===== src/rtl/transmissor_serial_a0.sv =====
// transmissor_serial_a0: snoops the register-file write port and, whenever
// register a0 is written, queues the byte and sends it as an 8N1 serial frame
// (LSB first, idle high) on Tx.
module transmissor_serial_a0 #(
  parameter int CICLOS_BIT = 16,
  parameter int PROF_FIFO  = 4,
  parameter int REG_A0     = 7
) (
  input  logic                         Clock,
  input  logic                         Reset,
  input  logic                         EscReg,
  input  logic [2:0]                   RegEscrito,
  input  logic [7:0]                   DadoEscritoReg,
  output logic                         Tx,
  output logic                         Ocupado,
  output logic                         Cheio,
  output logic                         Perdido,
  output logic [$clog2(PROF_FIFO):0]   Ocupacao
);

  localparam int PW = $clog2(PROF_FIFO);
  localparam int CW = $clog2(CICLOS_BIT);

  typedef enum logic [1:0] {OCIOSO, INICIO, DADOS, PARADA} estado_t;

  estado_t         estado;
  logic [7:0]      fila [PROF_FIFO];
  logic [PW-1:0]   ptrEsc;
  logic [PW-1:0]   ptrLei;
  logic [CW-1:0]   contCiclo;
  logic [2:0]      contBit;
  logic [7:0]      deslocador;

  logic fimBit;
  logic escreveA0;
  logic retira;
  logic aceita;
  logic cheioInt;

  // Control decode: last cycle of a bit period, push request, pop and push acceptance.
  // A push into a full FIFO is still accepted when the same edge pops the head.
  always_comb begin
    fimBit    = (contCiclo == CW'(CICLOS_BIT - 1));
    escreveA0 = EscReg && (RegEscrito == 3'(REG_A0));
    cheioInt  = (Ocupacao == (PW + 1)'(PROF_FIFO));
    retira    = (Ocupacao != '0) &&
                ((estado == OCIOSO) || ((estado == PARADA) && fimBit));
    aceita    = escreveA0 && (!cheioInt || retira);
  end

  assign Cheio   = cheioInt;
  assign Ocupado = (estado != OCIOSO) || (Ocupacao != '0);

  // FIFO storage: data only, never reset; writes are suppressed while in reset.
  always_ff @(posedge Clock) begin
    if (Reset && aceita) begin
      fila[ptrEsc] <= DadoEscritoReg;
    end
  end

  // Shift register: loaded with the FIFO head on pop, shifted right after each data bit.
  always_ff @(posedge Clock) begin
    if (retira) begin
      deslocador <= fila[ptrLei];
    end else if ((estado == DADOS) && fimBit) begin
      deslocador <= {1'b0, deslocador[7:1]};
    end
  end

  // Control: FIFO pointers/count, sticky overflow flag, frame FSM and registered Tx.
  // Tx follows the state of the previous cycle, so every frame segment lasts CICLOS_BIT cycles.
  always_ff @(posedge Clock) begin
    if (!Reset) begin
      estado    <= OCIOSO;
      Tx        <= 1'b1;
      contCiclo <= '0;
      contBit   <= '0;
      ptrEsc    <= '0;
      ptrLei    <= '0;
      Ocupacao  <= '0;
      Perdido   <= 1'b0;
    end else begin
      case (estado)
        INICIO:  Tx <= 1'b0;
        DADOS:   Tx <= deslocador[0];
        default: Tx <= 1'b1;
      endcase

      if (aceita) ptrEsc <= ptrEsc + 1'b1;
      if (retira) ptrLei <= ptrLei + 1'b1;
      case ({aceita, retira})
        2'b10:   Ocupacao <= Ocupacao + 1'b1;
        2'b01:   Ocupacao <= Ocupacao - 1'b1;
        default: Ocupacao <= Ocupacao;
      endcase
      if (escreveA0 && cheioInt && !retira) Perdido <= 1'b1;

      case (estado)
        OCIOSO: begin
          contCiclo <= '0;
          contBit   <= '0;
          if (retira) estado <= INICIO;
        end
        INICIO: begin
          if (fimBit) begin
            contCiclo <= '0;
            contBit   <= '0;
            estado    <= DADOS;
          end else begin
            contCiclo <= contCiclo + 1'b1;
          end
        end
        DADOS: begin
          if (fimBit) begin
            contCiclo <= '0;
            if (contBit == 3'd7) begin
              contBit <= '0;
              estado  <= PARADA;
            end else begin
              contBit <= contBit + 1'b1;
            end
          end else begin
            contCiclo <= contCiclo + 1'b1;
          end
        end
        PARADA: begin
          if (fimBit) begin
            contCiclo <= '0;
            estado    <= retira ? INICIO : OCIOSO;
          end else begin
            contCiclo <= contCiclo + 1'b1;
          end
        end
        default: estado <= OCIOSO;
      endcase
    end
  end

endmodule


===== config.mk =====
export PLATFORM = sky130hd
export DESIGN_NAME = transmissor_serial_a0
export DESIGN_NICKNAME = d
export VERILOG_FILES = /design/src/rtl/transmissor_serial_a0.sv
export SDC_FILE = /design/constraint.sdc
export NUM_CORES = 1
export LEC_CHECK = 0
export ABC_AREA = 1
export BUFFER_PORTS_ARGS = -buffer_cell sky130_fd_sc_hd__buf_2
export CORE_MARGIN = 3
export CORE_UTILIZATION = 50
export CTS_CLUSTER_DIAMETER = 100
export DETAILED_ROUTE_END_ITERATION = 8
export GPL_TIMING_DRIVEN = 0
export PLACE_DENSITY = 0.79
export SETUP_SLACK_MARGIN = 0.3
export SYNTH_ARGS = -nofsm -noshare
export SYNTH_HDL_FRONTEND = slang
export SYNTH_SLANG_ARGS = --single-unit

===== constraint.sdc =====
create_clock -name Clock -period 4.5 [get_ports Clock]
set_input_delay 0.45 -clock Clock [delete_from_list [all_inputs] [get_ports Clock]]
set_output_delay 0.45 -clock Clock [all_outputs]
set_load 0.02 [all_outputs]

# Word level (Yosys, flattened, before mapping)

Memories as Yosys holds them, arrays and structs flattened. A register that Yosys moved wholly into a read port is not among the register bits.
Index checks and enable logic that the tools add are counted.

Flip-flop bits (word level): 26
Output and inout bits: 7
Logic and storage cells: 73
Bits in writable memories: 32
Memories kept: 1

Memory list:

| memory | depth | width | rd ports | clocked after memory_dff | wr ports | RTL line | RTL |
|---|---|---|---|---|---|---|---|
| fila   | 4     | 8     | 1        | 1                        | 1        | 27       | `logic [7:0] fila [PROF_FIFO];` |

Muxes and demuxes: 21
$add $sub $neg: 6
Reductions and logical operators: 22
Equality and inequality tests: 14

Operator list:

| cell                                                                   | count |
|---|---|
| 8-bit two-way mux                                                      | 2 |
| 2-bit two-way mux                                                      | 7 |
| 3-bit equality test (second input constant)                            | 3 |
| 3-bit two-way mux                                                      | 3 |
| 3-bit one-hot mux with 3 select lines                                  | 1 |
| 1-bit logical AND                                                      | 8 |
| 2-bit inequality test (second input constant)                          | 4 |
| 2-bit one-hot mux with 4 select lines                                  | 1 |
| 4-bit one-hot mux with 2 select lines                                  | 1 |
| 3-bit by 1-bit adder with 3-bit output (second input constant)         | 2 |
| 2-bit equality test (second input constant)                            | 3 |
| 3-bit one-hot mux with 2 select lines                                  | 1 |
| 2-bit nonzero test                                                     | 3 |
| 3-bit nonzero test                                                     | 2 |
| 5-bit AND reduction                                                    | 1 |
| 2-bit by 1-bit adder with 2-bit output (second input constant)         | 2 |
| 4-bit by 1-bit adder with 4-bit output (second input constant)         | 1 |
| 2-bit by 1-bit equality test with 1-bit output (second input constant) | 2 |
| 4-bit equality test (second input constant)                            | 1 |
| 4-bit two-way mux                                                      | 1 |
| 1-bit logical OR                                                       | 3 |
| 1-bit two-way mux                                                      | 3 |
| 3-bit AND reduction                                                    | 1 |
| 3-bit OR reduction                                                     | 1 |
| other kinds (5)                                                        | 6 |

# Logic depth before layout (Yosys ltp)

Depth in word-level cells: 9
Mapped depth: 11
Mapped depth without buffers: 11

# Least setup slack after synthesis

OpenSTA, ideal clock, no wires.

Path type: register to register
Start: reg estado[1]
End: mem fila[0][0] (enable)
Path buffers: 0
Path slack: 2597 ps
Library setup time: 371 ps
Arrival: 1533 ps
Clock period less this slack: 1903 ps
Stages on the path, launching flop included: 11
Path through: dfxtp_1 -> inv_1 -> ha_1 -> inv_1 -> nand2_2 -> nand2_4 -> nand2_1 -> nand2_1 -> inv_2 -> nand2_1 -> nor2_1

Cells in the longest elaborated chain, start to end: 9

Ends and longest elaborated chain:

| what                                      | RTL line | RTL |
|---|---|---|
| from (decl)                               | 26       | `estado_t estado;` |
| from (signal assigned)                    | 129      | `estado <= retira ? INICIO : OCIOSO;` |
| 2-bit equality test                       | 47       | `((estado == OCIOSO) \|\| ((estado == PARADA) && fimBit));` |
| 1-bit logical AND                         | 47       |  |
| 1-bit logical OR *                        | 47       |  |
| 1-bit logical AND *                       | 46       | `retira = (Ocupacao != '0) &&` |
| 1-bit logical OR *                        | 48       | `aceita = escreveA0 && (!cheioInt \|\| retira);` |
| 1-bit logical AND *                       | 48       |  |
| 1-bit logical AND *                       | 56       | `if (Reset && aceita) begin` |
| 1-bit two-way mux *                       | 56       |  |
| 1-bit two-way mux (not written as such) * | 57       | `fila[ptrEsc] <= DadoEscritoReg;` |
| to (decl)                                 | 27       |  |

Every way passes the cells marked *; elsewhere a longest branch is shown, timed or not.

# Final worst setup path

Start: reg estado[0]
End: mem fila[2][7] (enable)

Same word-level chain as after synthesis.

==> results.json <==
{
  "outcome": "finished, final reports clean",
  "cellPowerDensity_nw_per_um2": 664.2,
  "drive_gt1_share_pct": 21.11,
  "via_count": 1733,
  "routedLengthMet1_um": 2177,
  "place_hpwl_um": 3264,
  "die_y_um": 77.99,
  "worstMarginPinSlew_ns": 1.145,
  "setup_viol": 0,
  "dr_wl_met2_um": 2315,
  "seq_area_frac_synth_pct": 61.81,
  "max_stage_delay_ns": 0.66,
  "required_ns": 4.46,
  "ys_ff_latch": 60,
  "cts_setup_buffers": 0,
  "tns_ns": 0,
  "cts-buffers-inserted": 9,
  "grt_usage_pct": 17.30,
  "yosys-top-cells-area": "edfxtp_1 46%, dfxtp_1 15%, ha_1 5.8%, nor2_1 5.6%, o21ai_0 4.6%",
  "final_cells": 337,
  "die_w_um": 77.99,
  "setup_ws_ns": 2.076,
  "clk_path_buf_depth": 2,
  "pre_cts_ws_ns": 2.119,
  "r2r-start": "estado[0]$_SDFFE_PN0P_",
  "fill_cells": 382,
  "coreArea_um2": 4880,
  "synthesis.instances": 234,
  "yosys.cell_types.count": 32,
  "cts_tree": "yes",
  "drt-initial-drc-count": 94,
  "synthArstFlopShare_pct": 0,
  "place.gp.congestion": 0.7472,
  "cap_violations": 0,
  "htree_levels": 3,
  "critPathKind": "reg2reg",
  "cp_top_family": "simple AND/OR/NAND/NOR gates",
  "regToRegSetupSlack_ns": 2.08,
  "clkTransAtPathRegs_ns": 0.07,
  "viasPerCell": 5.142,
  "rows": 25,
  "endpoint_kind": "register",
  "hold_viol": 0,
  "wire_per_inst_um": 14.00,
  "grt_max_degree": 13,
  "clock_sink_count": 60,
  "drc": 0,
  "ctsResizeCount": 0,
  "layout.nets": 292,
  "ys.flop_type": "edfxtp_1",
  "start_util_pct": 53.10,
  "post-route-min-period_ns": 2.424,
  "clk_latency_ns": 0.34,
  "ys_warn_count": 0,
  "min_period_over_period_pct": 53.87,
  "syn_area_per_cell_um2": 11.07,
  "syn_to_final_growth_pct": 15.64,
  "finClkSkew_ns": 0.009028,
  "crit_buf_inv": 1,
  "rr_endpoint": "fila[2][7]$_DFFE_PP_",
  "route.met3.wl_um": 162,
  "fmax_mhz": 412.5,
  "start_kind": "register",
  "drtPass1Iterations": 4,
  "whs_ns": 0.3224,
  "grt_pass1_vias": 1673,
  "cp_cell_sequence": "ha_1 -> nand4_1 -> nand2_2 -> nand2_4 -> nand2_1 -> nand2_1 -> inv_2 -> nand2_1 -> nor2_1",
  "syn-num-nets": 261,
  "arrival_ns": 2.38,
  "ioPinCount": 21,
  "cts.hold.buffers_added": 0,
  "place_inst": 321,
  "rr_worst_depth": 9,
  "yosysTopAreaCell": "edfxtp_1",
  "crit_start": "estado[0]$_SDFFE_PN0P_",
  "hold_path_class": "in2reg",
  "final_max_slew_viol_count": 0,
  "cts-root-buf": "clkbuf_8",
  "drt-total-wl_um": 4718,
  "antenna_cells": 0,
  "grt_pass1_wl_um": 7969,
  "vdd_drop_max_mv": 0.2938,
  "path_depth": 9,
  "ant_nets": 0,
  "slew_headroom_pct": 22.85,
  "critPathSlowestCell": "nor2_1",
  "crit_end": "fila[2][7]$_DFFE_PP_",
  "io_buffers": 20,
  "synth_edf_count": 40,
  "synth_area_um2": 2591,
  "overflow": 0,
  "antenna_found_initial": 0,
  "cp_common_cell": "nand2_1",
  "dieArea_um2": 6082,
  "p_leak_nw": 1.197,
  "path_max_fanout": 9,
  "yosys.area.top_type_share_pct": 46.35,
  "top_layer": "met4",
  "rsz0062_at_grt": "false"
}
final cells by class:
| type | count | area (um2) | area share (%) |
|---|---|---|---|
| Multi-Input combinational cell | 142 | 853.3 | 28.48 |
| Timing Repair Buffer | 20 | 100.1 | 3.340 |
| Sequential cell | 60 | 1602 | 53.44 |
| Clock inverter | 7 | 97.59 | 3.257 |
| Inverter | 28 | 105.1 | 3.507 |
| Tap cell | 67 | 83.83 | 2.797 |
| Buffer | 4 | 31.28 | 1.044 |
| Clock buffer | 9 | 123.9 | 4.134 |
cell families (layout without fill, tap and decap cells):
kind of cell    after synthesis  count (layout)  synth area share [%]
compound gates               49              49                 10.19
fa+ha+maj                    13              13                 6.567
simple gates                 73              73                 12.99
buf+inv                      32              68                 5.263
flops                        60              60                 61.81
mux                           7               7                 3.187
per-stage QoR:
stage	area (um2)	utilization [%]	power, mW
after floorplan	2591	-	1.287
after global placement	2775	56.87	1.426
after detailed placement	2775	56.87	1.464
after CTS	2997	61.41	2.002
after global routing	2997	61.41	2.126
final	2997	61.41	1.990
cells in the final DEF, fill, tap and decap left out, types with 2 or more instances in the layout:
cell type,synthesis,final
edfxtp_1,40,40
nor2_1,39,39
o21ai_0,24,24
inv_1,22,22
buf_2,1,21
dfxtp_1,20,20
nand2_1,13,13
ha_1,12,12
a21oi_1,10,10
clkbuf_8,0,9
nand3_1,7,7
o22ai_1,7,7
mux2_2,6,6
inv_2,5,5
o21ai_1,5,5
nand4_1,4,4
buf_6,2,2
nor3_1,2,2
clkinv_1,1,2
bufinv_16,0,2
inv_6,0,2
cell usage after synthesis (4+ instances only):
cell type  number
inv_2           5
o22ai_1         7
mux2_2          6
dfxtp_1        20
inv_1          22
ha_1           12
o21ai_1         5
nand4_1         4
nand2_1        13
o21ai_0        24
nor2_1         39
a21oi_1        10
nand3_1         7
edfxtp_1       40
power breakdown:
group          internal [mW]  total, mW  switching [mW]
logic                  0.260      0.676           0.416
registers              0.718      0.776          0.0577
clock network          0.314      0.539           0.225
how the worst min path moves through the flow:
stage	end	cells past startpoint	startpoint	slack, ns
after floorplan	contCiclo[0]$_SDFF_PP0_	1	contCiclo[0]$_SDFF_PP0_	0.42
after global placement	contCiclo[0]$_SDFF_PP0_	1	contCiclo[0]$_SDFF_PP0_	0.43
after detailed placement	contCiclo[0]$_SDFF_PP0_	1	contCiclo[0]$_SDFF_PP0_	0.44
after CTS	fila[0][5]$_DFFE_PP_	1	DadoEscritoReg[5]	0.31
after global routing	fila[1][6]$_DFFE_PP_	1	DadoEscritoReg[6]	0.32
final	fila[0][5]$_DFFE_PP_	1	DadoEscritoReg[5]	0.32
state kept, by name (all words and copies together) (netlist names), named ones only:
| register | flops |
|---|---|
| fila | 32 |
| deslocador | 8 |
| contCiclo | 4 |
| Ocupacao | 3 |
| contBit | 3 |
| estado | 2 |
| ptrEsc | 2 |
| ptrLei | 2 |
| Perdido | 1 |
| Tx | 1 |
metal layers:
metal,up-vias,GRT usage [%]
li1,875,-
met1,827,21.21
met2,23,29.11
met3,8,5.568
met4,0,5.245
met5,-,0
No activity file was read; power rests on OpenSTA's default activity.
